File: src/rtl/seg_pkg.sv
// Shared types and constants for the seven-segment scan controller.
package seg_pkg;

  localparam int unsigned NUM_DIGITS = 4;
  localparam int unsigned IDX_W      = 2;
  localparam int unsigned CODE_W     = 4;

  localparam logic [NUM_DIGITS-1:0] AN_OFF = 4'b1111;

  typedef enum logic {
    BLANK = 1'b0,
    SHOW  = 1'b1
  } state_e;

  // Active-low anode pattern with only digit idx enabled
  function automatic logic [NUM_DIGITS-1:0] an_select(input logic [IDX_W-1:0] idx);
    return AN_OFF & ~(NUM_DIGITS'(1) << idx);
  endfunction

endpackage

File: src/rtl/seg_slot_timer.sv
// Digit-slot prescaler. slot_end/frame_end describe the current count; in_blank and
// frame_end_nxt describe the count held next cycle so the parent's registered outputs line up.
module seg_slot_timer
  import seg_pkg::*;
#(
  parameter int unsigned SCAN_DIV  = 50000,
  parameter int unsigned BLANK_CYC = 500
) (
  input  logic             clk,
  input  logic             rst,
  input  logic [IDX_W-1:0] idx,
  output logic             in_blank,
  output logic             slot_end,
  output logic             frame_end,
  output logic             frame_end_nxt
);

  localparam int unsigned CW = $clog2(SCAN_DIV);

  logic [CW-1:0] cnt_q;
  logic [CW-1:0] cnt_d;
  logic          last_idx;

  always_comb begin
    last_idx      = (idx == IDX_W'(NUM_DIGITS - 1));
    slot_end      = (cnt_q == CW'(SCAN_DIV - 1));
    cnt_d         = slot_end ? '0 : cnt_q + CW'(1);
    frame_end     = slot_end && last_idx;
    in_blank      = (cnt_d < CW'(BLANK_CYC));
    // SCAN_DIV >= 2, so the index cannot advance on the cycle before a slot end
    frame_end_nxt = (cnt_d == CW'(SCAN_DIV - 1)) && last_idx;
  end

  always_ff @(posedge clk or posedge rst) begin
    if (rst) begin
      cnt_q <= '0;
    end else begin
      cnt_q <= cnt_d;
    end
  end

endmodule

File: src/rtl/seg_scan_ctrl.sv
// Four-digit seven-segment scan controller with frame-synchronous shadow load.
// Optional digit flashing is enabled by defining SEG_FLASH_EN.
module seg_scan_ctrl
  import seg_pkg::*;
#(
  parameter int unsigned SCAN_DIV  = 50000,
  parameter int unsigned BLANK_CYC = 500,
  parameter int unsigned FLASH_DIV = 64
) (
  input  logic                         clk,
  input  logic                         rst,
  input  logic [NUM_DIGITS*CODE_W-1:0] digits_in,
  input  logic [NUM_DIGITS-1:0]        blank_in,
  input  logic [NUM_DIGITS-1:0]        flash_in,
  input  logic                         load,
  output logic                         load_ack,
  output logic [CODE_W-1:0]            y,
  output logic [NUM_DIGITS-1:0]        an,
  output logic                         frame_tick
);

  localparam int unsigned DW = NUM_DIGITS * CODE_W;

  state_e                state_q, state_d;
  logic [IDX_W-1:0]      idx_q, idx_d;
  logic [DW-1:0]         digits_q, digits_d;
  logic [NUM_DIGITS-1:0] blank_q, blank_d;
  logic [NUM_DIGITS-1:0] flash_d;
  logic [NUM_DIGITS-1:0] dark_d;
  logic                  phase_d;
  logic [CODE_W-1:0]     y_q, y_d;
  logic [NUM_DIGITS-1:0] an_q, an_d;
  logic                  load_ack_q, load_ack_d;
  logic                  frame_tick_q, frame_tick_d;

  logic in_blank, slot_end, frame_end, frame_end_nxt;
  logic capture;

  seg_slot_timer #(
    .SCAN_DIV  (SCAN_DIV),
    .BLANK_CYC (BLANK_CYC)
  ) u_slot_timer (
    .clk           (clk),
    .rst           (rst),
    .idx           (idx_q),
    .in_blank      (in_blank),
    .slot_end      (slot_end),
    .frame_end     (frame_end),
    .frame_end_nxt (frame_end_nxt)
  );

  assign capture = frame_end && load;

`ifdef SEG_FLASH_EN
  localparam int unsigned FW = (FLASH_DIV > 1) ? $clog2(FLASH_DIV) : 1;

  logic [FW-1:0]         fcnt_q, fcnt_d;
  logic                  phase_q;
  logic [NUM_DIGITS-1:0] flash_q;

  // Frame counter; phase flips every FLASH_DIV frames
  always_comb begin
    fcnt_d  = fcnt_q;
    phase_d = phase_q;
    flash_d = capture ? flash_in : flash_q;
    if (frame_end) begin
      if (fcnt_q == FW'(FLASH_DIV - 1)) begin
        fcnt_d  = '0;
        phase_d = ~phase_q;
      end else begin
        fcnt_d = fcnt_q + FW'(1);
      end
    end
  end

  always_ff @(posedge clk or posedge rst) begin
    if (rst) begin
      fcnt_q  <= '0;
      phase_q <= 1'b0;
      flash_q <= '0;
    end else begin
      fcnt_q  <= fcnt_d;
      phase_q <= phase_d;
      flash_q <= flash_d;
    end
  end
`else
  logic unused_flash;

  always_comb begin
    phase_d = 1'b0;
    flash_d = '0;
  end

  assign unused_flash = (^flash_in) ^ (FLASH_DIV == 0);
`endif

  // Next-state and output decode; outputs reflect the slot position of the next cycle
  always_comb begin
    state_d = state_q;
    case (state_q)
      BLANK:   if (!in_blank) state_d = SHOW;
      SHOW:    if (slot_end)  state_d = BLANK;
      default: state_d = BLANK;
    endcase

    idx_d        = slot_end ? idx_q + IDX_W'(1) : idx_q;
    digits_d     = capture ? digits_in : digits_q;
    blank_d      = capture ? blank_in : blank_q;
    dark_d       = blank_d | (flash_d & {NUM_DIGITS{phase_d}});
    y_d          = digits_d[{idx_d, 2'b00} +: CODE_W];
    an_d         = ((state_d == SHOW) && !dark_d[idx_d]) ? an_select(idx_d) : AN_OFF;
    load_ack_d   = capture;
    frame_tick_d = frame_end_nxt;
  end

  always_ff @(posedge clk or posedge rst) begin
    if (rst) begin
      state_q      <= BLANK;
      idx_q        <= '0;
      digits_q     <= '0;
      blank_q      <= '0;
      y_q          <= '0;
      an_q         <= AN_OFF;
      load_ack_q   <= 1'b0;
      frame_tick_q <= 1'b0;
    end else begin
      state_q      <= state_d;
      idx_q        <= idx_d;
      digits_q     <= digits_d;
      blank_q      <= blank_d;
      y_q          <= y_d;
      an_q         <= an_d;
      load_ack_q   <= load_ack_d;
      frame_tick_q <= frame_tick_d;
    end
  end

  assign y          = y_q;
  assign an         = an_q;
  assign load_ack   = load_ack_q;
  assign frame_tick = frame_tick_q;

endmodule

File: config.mk
export PLATFORM = sky130hd
export DESIGN_NAME = seg_scan_ctrl
export DESIGN_NICKNAME = d
export VERILOG_FILES = /design/src/rtl/seg_pkg.sv /design/src/rtl/seg_slot_timer.sv /design/src/rtl/seg_scan_ctrl.sv
export SDC_FILE = /design/constraint.sdc
export NUM_CORES = 1
export LEC_CHECK = 0
export ABC_CLOCK_PERIOD_IN_PS = 3300
export BUFFER_PORTS_ARGS = -buffer_cell sky130_fd_sc_hd__buf_2
export CAP_MARGIN = 5
export CORE_MARGIN = 2
export CORE_UTILIZATION = 40
export CTS_BUF_LIST = sky130_fd_sc_hd__clkbuf_4
export DETAILED_ROUTE_END_ITERATION = 8
export HOLD_SLACK_MARGIN = 0.03
export SETUP_SLACK_MARGIN = 0.05
export SYNTH_ARGS = -nofsm -noshare
export SYNTH_HDL_FRONTEND = slang
export SYNTH_HIERARCHICAL = 1
export SYNTH_SLANG_ARGS = --single-unit
File: constraint.sdc
create_clock -name clk -period 3.3 [get_ports clk]
set_input_delay 0.66 -clock clk [delete_from_list [all_inputs] [get_ports clk]]
set_output_delay 0.66 -clock clk [all_outputs]
set_load 0.02 [all_outputs]
After elaboration in Yosys (flattened, before gate mapping)
Cells that the tools add are included.
{"block": "op_classes", "reduce_logical": 5, "n_lt_le_gt_ge": 2, "mux": 10, "n_addsub": 2, "eq_ne": 3, "bitwise_logic": 2, "shift": 2}
{"op": "$eq A16 B16 Y1 const B", "n": 2}
{"op": "$mux W16", "n": 2}
{"op": "$add A16 B1 Y16 const B", "n": 1}
{"op": "$lt A16 B9 Y1 const B", "n": 1}
{"op": "$shiftx A16 B5 Y4", "n": 1}
{"op": "$mux W4", "n": 2}
{"op": "$logic_and A1 B1 Y1", "n": 4}
{"op": "$not A4 Y4", "n": 1}
{"op": "$shl A1 B2 Y4 const A", "n": 1}
{"op": "$lt A2 B3 Y1 const B", "n": 1}
{"op": "$mux W1", "n": 3}
{"op": "$add A2 B1 Y2 const B", "n": 1}
{"op": "$bmux W1 S2", "n": 1}
{"op": "$eq A2 B2 Y1 const B", "n": 1}
{"op": "$mux W2", "n": 1}
{"op": "$pmux W1 S2", "n": 1}
{"op": "$logic_not A1 Y1", "n": 1}
{"op": "$not A1 Y1", "n": 1}
{"block": "totals", "reg_bits": 49, "output_inout_bits": 10}

Logic depth before layout (Yosys ltp)
{"block": "logic_depth", "ltp_word": 9, "depth_mapped": 10, "ltp_nobuf": 9}

Hierarchy
The synthesis kept the hierarchy.
{"module": "seg_scan_ctrl", "seq_area_each_um2": 830.8, "area_each_um2": 1452.6, "instances": 1, "cells_each": 106}
{"module": "seg_slot_timer", "seq_area_each_um2": 400.4, "area_each_um2": 930.9, "instances": 1, "cells_each": 95}

Least setup slack after synthesis
OpenSTA, ideal clock, no wires.
{"block": "synth_timing", "kind": "register -> register", "start": "register u_slot_timer.cnt_q[7]", "end": "register y_q[1], in the netlist y[1]", "required_time_ps": 3167, "synth_period_minus_slack_ps": 3031, "setup_slack_ps": 269, "t_arrival_ps": 2898, "path_stages_with_launch": 11, "setup_ps": 133, "path_cell_list": "dfrtp_1 > buf_6 > or3b_1 > or4_4 > nor4_4 > and3_2 > nand2_2 > buf_6 > mux2_4 > a221oi_1 > o22ai_1"}
{"block": "synth_between", "elab_chain_len": 5}
{"element": "start, declared", "line": "seg_slot_timer.sv:20", "source": "logic [CW-1:0] cnt_q;"}
{"element": "start signal, assigned", "line": "seg_slot_timer.sv:38", "source": "cnt_q <= cnt_d;"}
{"element": "$eq A16 B16 Y1", "line": "seg_slot_timer.sv:26", "source": "slot_end = (cnt_q == CW'(SCAN_DIV - 1));"}
{"element": "net slot_end", "line": "seg_scan_ctrl.sv:36", "source": "logic in_blank, slot_end, frame_end, frame_end_nxt;"}
{"element": "$logic_and A1 B1 Y1", "line": "seg_slot_timer.sv:28", "source": "frame_end = slot_end && last_idx;"}
{"element": "net frame_end", "line": "seg_scan_ctrl.sv:36"}
{"element": "$logic_and A1 B1 Y1", "line": "seg_scan_ctrl.sv:52", "source": "assign capture = frame_end && load;"}
{"element": "$mux W16", "line": "seg_scan_ctrl.sv:108", "source": "digits_d = capture ? digits_in : digits_q;"}
{"element": "net digits_d[13]", "line": "seg_scan_ctrl.sv:26", "source": "logic [DW-1:0] digits_q, digits_d;"}
{"element": "$shiftx A16 B5 Y4", "line": "seg_scan_ctrl.sv:111", "source": "y_d = digits_d[{idx_d, 2'b00} +: CODE_W];"}
{"element": "net y_d[1]", "line": "seg_scan_ctrl.sv:31", "source": "logic [CODE_W-1:0] y_q, y_d;"}
{"element": "end signal, assigned", "line": "seg_scan_ctrl.sv:132", "source": "y_q <= y_d;"}
{"element": "end, declared", "line": "seg_scan_ctrl.sv:31"}
The timed path passes the listed nets, and every way through them passes these cells.

Final worst setup path
{"block": "layout_timing", "start": "register u_slot_timer.cnt_q[9]", "end": "register y_q[0], in the netlist y[0]"}
{"block": "layout_between", "elab_chain_len": 5}
{"element": "$eq A16 B16 Y1", "line": "seg_slot_timer.sv:26"}
{"element": "net slot_end", "line": "seg_scan_ctrl.sv:36"}
{"element": "$logic_and A1 B1 Y1", "line": "seg_slot_timer.sv:28"}
{"element": "net frame_end", "line": "seg_scan_ctrl.sv:36"}
{"element": "$logic_and A1 B1 Y1", "line": "seg_scan_ctrl.sv:52"}
{"element": "$mux W16", "line": "seg_scan_ctrl.sv:108"}
{"element": "$shiftx A16 B5 Y4", "line": "seg_scan_ctrl.sv:111"}
{"element": "net y_d[0]", "line": "seg_scan_ctrl.sv:31"}
The timed path passes the listed nets, and every way through them passes these cells.

==> impl_metrics.json <==
{
  "tightest_slew_ns": 0.633,
  "fillers": 539,
  "p_leak_uw": 0.00130,
  "coreArea_um2": 5850,
  "dr.pass1.iters": 4,
  "synthDistinctLibCells": 52,
  "clk_pin_slew_worst_paths_ns": 0.14,
  "total_power_uw": 889,
  "syn-num-nets": 229,
  "skew_ns": 0.0124,
  "holdBufCountCts": 0,
  "ys.warnings.count": 6,
  "cts_buffers": 5,
  "overflow": 0,
  "die_y_um": 81.2,
  "finalSetupViolCount": 0,
  "wl_per_cell_um": 14.7,
  "setup_tns_ns": 0,
  "cts-htree-levels": 2,
  "arrival_ns": 3.28,
  "syn_area_per_cell_um2": 11.9,
  "maxCapViolations": 0,
  "gp_congestion": 0.821,
  "rr_worst_depth": 9,
  "required_ns": 3.56,
  "drt_wl_total_um": 4590,
  "start_kind": "flip-flop",
  "fp-row-count": 28,
  "syn_inst": 201,
  "synth_edf_count": 0,
  "drtIter0Drc": 160,
  "finalHoldViolCount": 0,
  "layoutNonFillerInstCount": 312,
  "diodes": 0,
  "io_pins": 37,
  "rsz0062_at_grt": "false",
  "vdd_drop_max_v": 0.000169,
  "dieArea_um2": 6590,
  "postSynth.asyncResetShare": 1.00,
  "tritoncts": "yes",
  "cp_max_fo": 9,
  "drive_gt1_frac": 0.342,
  "grt_pass1_wl_um": 7600,
  "grt_use_total": 0.151,
  "syn_to_final_growth_pct": 12.3,
  "maxSlewHeadroom": 0.578,
  "synth_seq_area_share": 0.517,
  "drtAntennaViolNets": 0,
  "cts_max_path_buffers": 2,
  "post-cts-setup-buffer-count": 0,
  "synth_seq_cells": 49,
  "die_w_um": 81.2,
  "fin_crit_ns": 3.02,
  "grt_pass1_vias": 1535,
  "outcome": "complete, no violations",
  "synth_ff_type": "dfrtp_1",
  "setup_ws_ns": 0.277,
  "drc": 0,
  "via_per_inst": 5.28,
  "synthesis.area_um2": 2380,
  "grt_max_degree": 34,
  "antenna_found_initial": 0,
  "nNetsFinal": 265,
  "clkLatencyLatePin_ns": 0.35,
  "fmax_ghz": 0.331,
  "clock_sinks": 49,
  "portBuffers": 32,
  "min_path_type": "input pin to asynchronous set/reset pin",
  "via_count": 1646,
  "cp-end-kind": "flip-flop",
  "dp_hpwl_um": 3280,
  "slew_viol_final": 0,
  "cts_root_buffer": "clkbuf_4",
  "post-place-ws_ns": 0.286,
  "criticalPathCategory": "flip-flop to flip-flop",
  "power.density_nw_per_um2": 332,
  "initial_core_util": 0.407,
  "post-route-period-util": 0.916,
  "post_cts_resized": 0,
  "place_inst": 305
}
## logic make-up (layout without fill, tap and decap cells)
group                    Yosys count  in the layout  share of synthesized area
buffers and inverters             18             54                     0.0362
AO/OA/AOI/OAI                     26             26                     0.0824
flip-flops                        49             49                      0.517
AND/OR/NAND/NOR                   65             65                      0.158
multiplexers                      25             25                      0.136
XOR/XNOR                          17             17                     0.0656
adder cells (fa/ha/maj)            1              1                    0.00525
## worst paths after layout
check / slack, ns / end / startpoint
min in group clk: 0.50 / digits_q[4] / digits_q[4]
max in group asynchronous: 2.51 / u_slot_timer/cnt_q[14] / rst
min: 0.38 / u_slot_timer/cnt_q[4] / rst
max: 0.28 / y[0] / u_slot_timer/cnt_q[9]
min reg2reg: 0.50 / digits_q[4] / digits_q[4]
max reg2reg: 0.28 / y[0] / u_slot_timer/cnt_q[9]
## stage by stage
step / cell area [µm²] / hold WS (ns) / util
2_1_floorplan: 2380 / 0.450 / -
3_3_place_gp: 2630 / 0.463 / 0.449
3_5_place_dp: 2630 / 0.472 / 0.449
4_1_cts: 2680 / 0.375 / 0.457
5_1_grt: 2680 / 0.389 / 0.457
6_report: 2680 / 0.379 / 0.457
## sequential cells by signal, indices dropped and copies added (netlist names)
register	count
blank_q	4
an	4
frame_tick	1
u_slot_timer/cnt_q	16
y	4
load_ack	1
idx_q	2
digits_q	16
state_q	1
## layout make-up
class	count	area, µm²	area share
multi-input combinational	134	1070	0.398
clock buffer	6	45.0	0.0168
timing repair buffer	37	198	0.0739
inverter	10	37.5	0.0140
sequential	49	1230	0.460
clock inverter	1	5.00	0.00187
tap	75	93.8	0.0351
## power by group
part           internal (µW)  total (µW)  switching [µW]
clock network           87.1         261             174
registers                601         601               0
logic                   11.1        27.8            16.6
## placed cells by master, fill, tap and decap left out, drive strengths merged, types with 2 or more instances in the layout
master,n
xor2,7
dfstp,4
mux4,3
o22ai,4
and2,2
nand3,7
nor2,14
and3,3
nand3b,2
nor4,4
o221ai,3
nor3,4
or4,2
buf,37
or2,4
nand4,3
xnor2,10
a221oi,3
mux2,17
inv,10
o21ai,6
nand2,11
or3,3
mux2i,5
a21oi,3
dfrtp,45
clkbuf,6
## Yosys cell counts, types with 2 or more instances
master / number / area, µm²
a21oi_1: 2 / 10.0
a221oi_1: 2 / 17.5
and2_1: 2 / 12.5
and3_1: 2 / 12.5
buf_2: 3 / 15.0
buf_6: 2 / 22.5
clkbuf_1: 2 / 7.51
dfrtp_1: 45 / 1130
dfstp_2: 4 / 105
inv_1: 10 / 37.5
mux2_2: 14 / 158
mux2_4: 3 / 45.0
mux2i_1: 4 / 40.0
mux4_2: 3 / 67.6
nand2_1: 10 / 37.5
nand3_1: 7 / 35.0
nand3b_1: 2 / 15.0
nand4_1: 3 / 18.8
nor2_1: 14 / 52.6
nor3_1: 4 / 20.0
nor4_1: 3 / 18.8
o21ai_0: 6 / 30.0
o221ai_1: 3 / 26.3
o22ai_1: 4 / 25.0
or2_2: 4 / 25.0
or3_1: 3 / 18.8
xnor2_1: 9 / 78.8
xor2_1: 7 / 61.3
## metal layers
metal | global-route usage | wire length (µm)
met2 | 0.221 | 2080
met5 | 0 | 0
met4 | 0.0458 | 37
met1 | 0.221 | 2250
met3 | 0.0389 | 225
## worst max-delay path, stage by stage, from the launching register on
cell      delay [ns]
dfrtp_1         0.46
or3b_1          0.38
or4_4           0.50
nor4_4          0.27
and3_2          0.27
nand2_2         0.17
buf_4           0.21
mux2i_2         0.23
o221ai_1        0.17
mux2_2          0.28
Note: power is estimated with default switching activity, not from simulation.
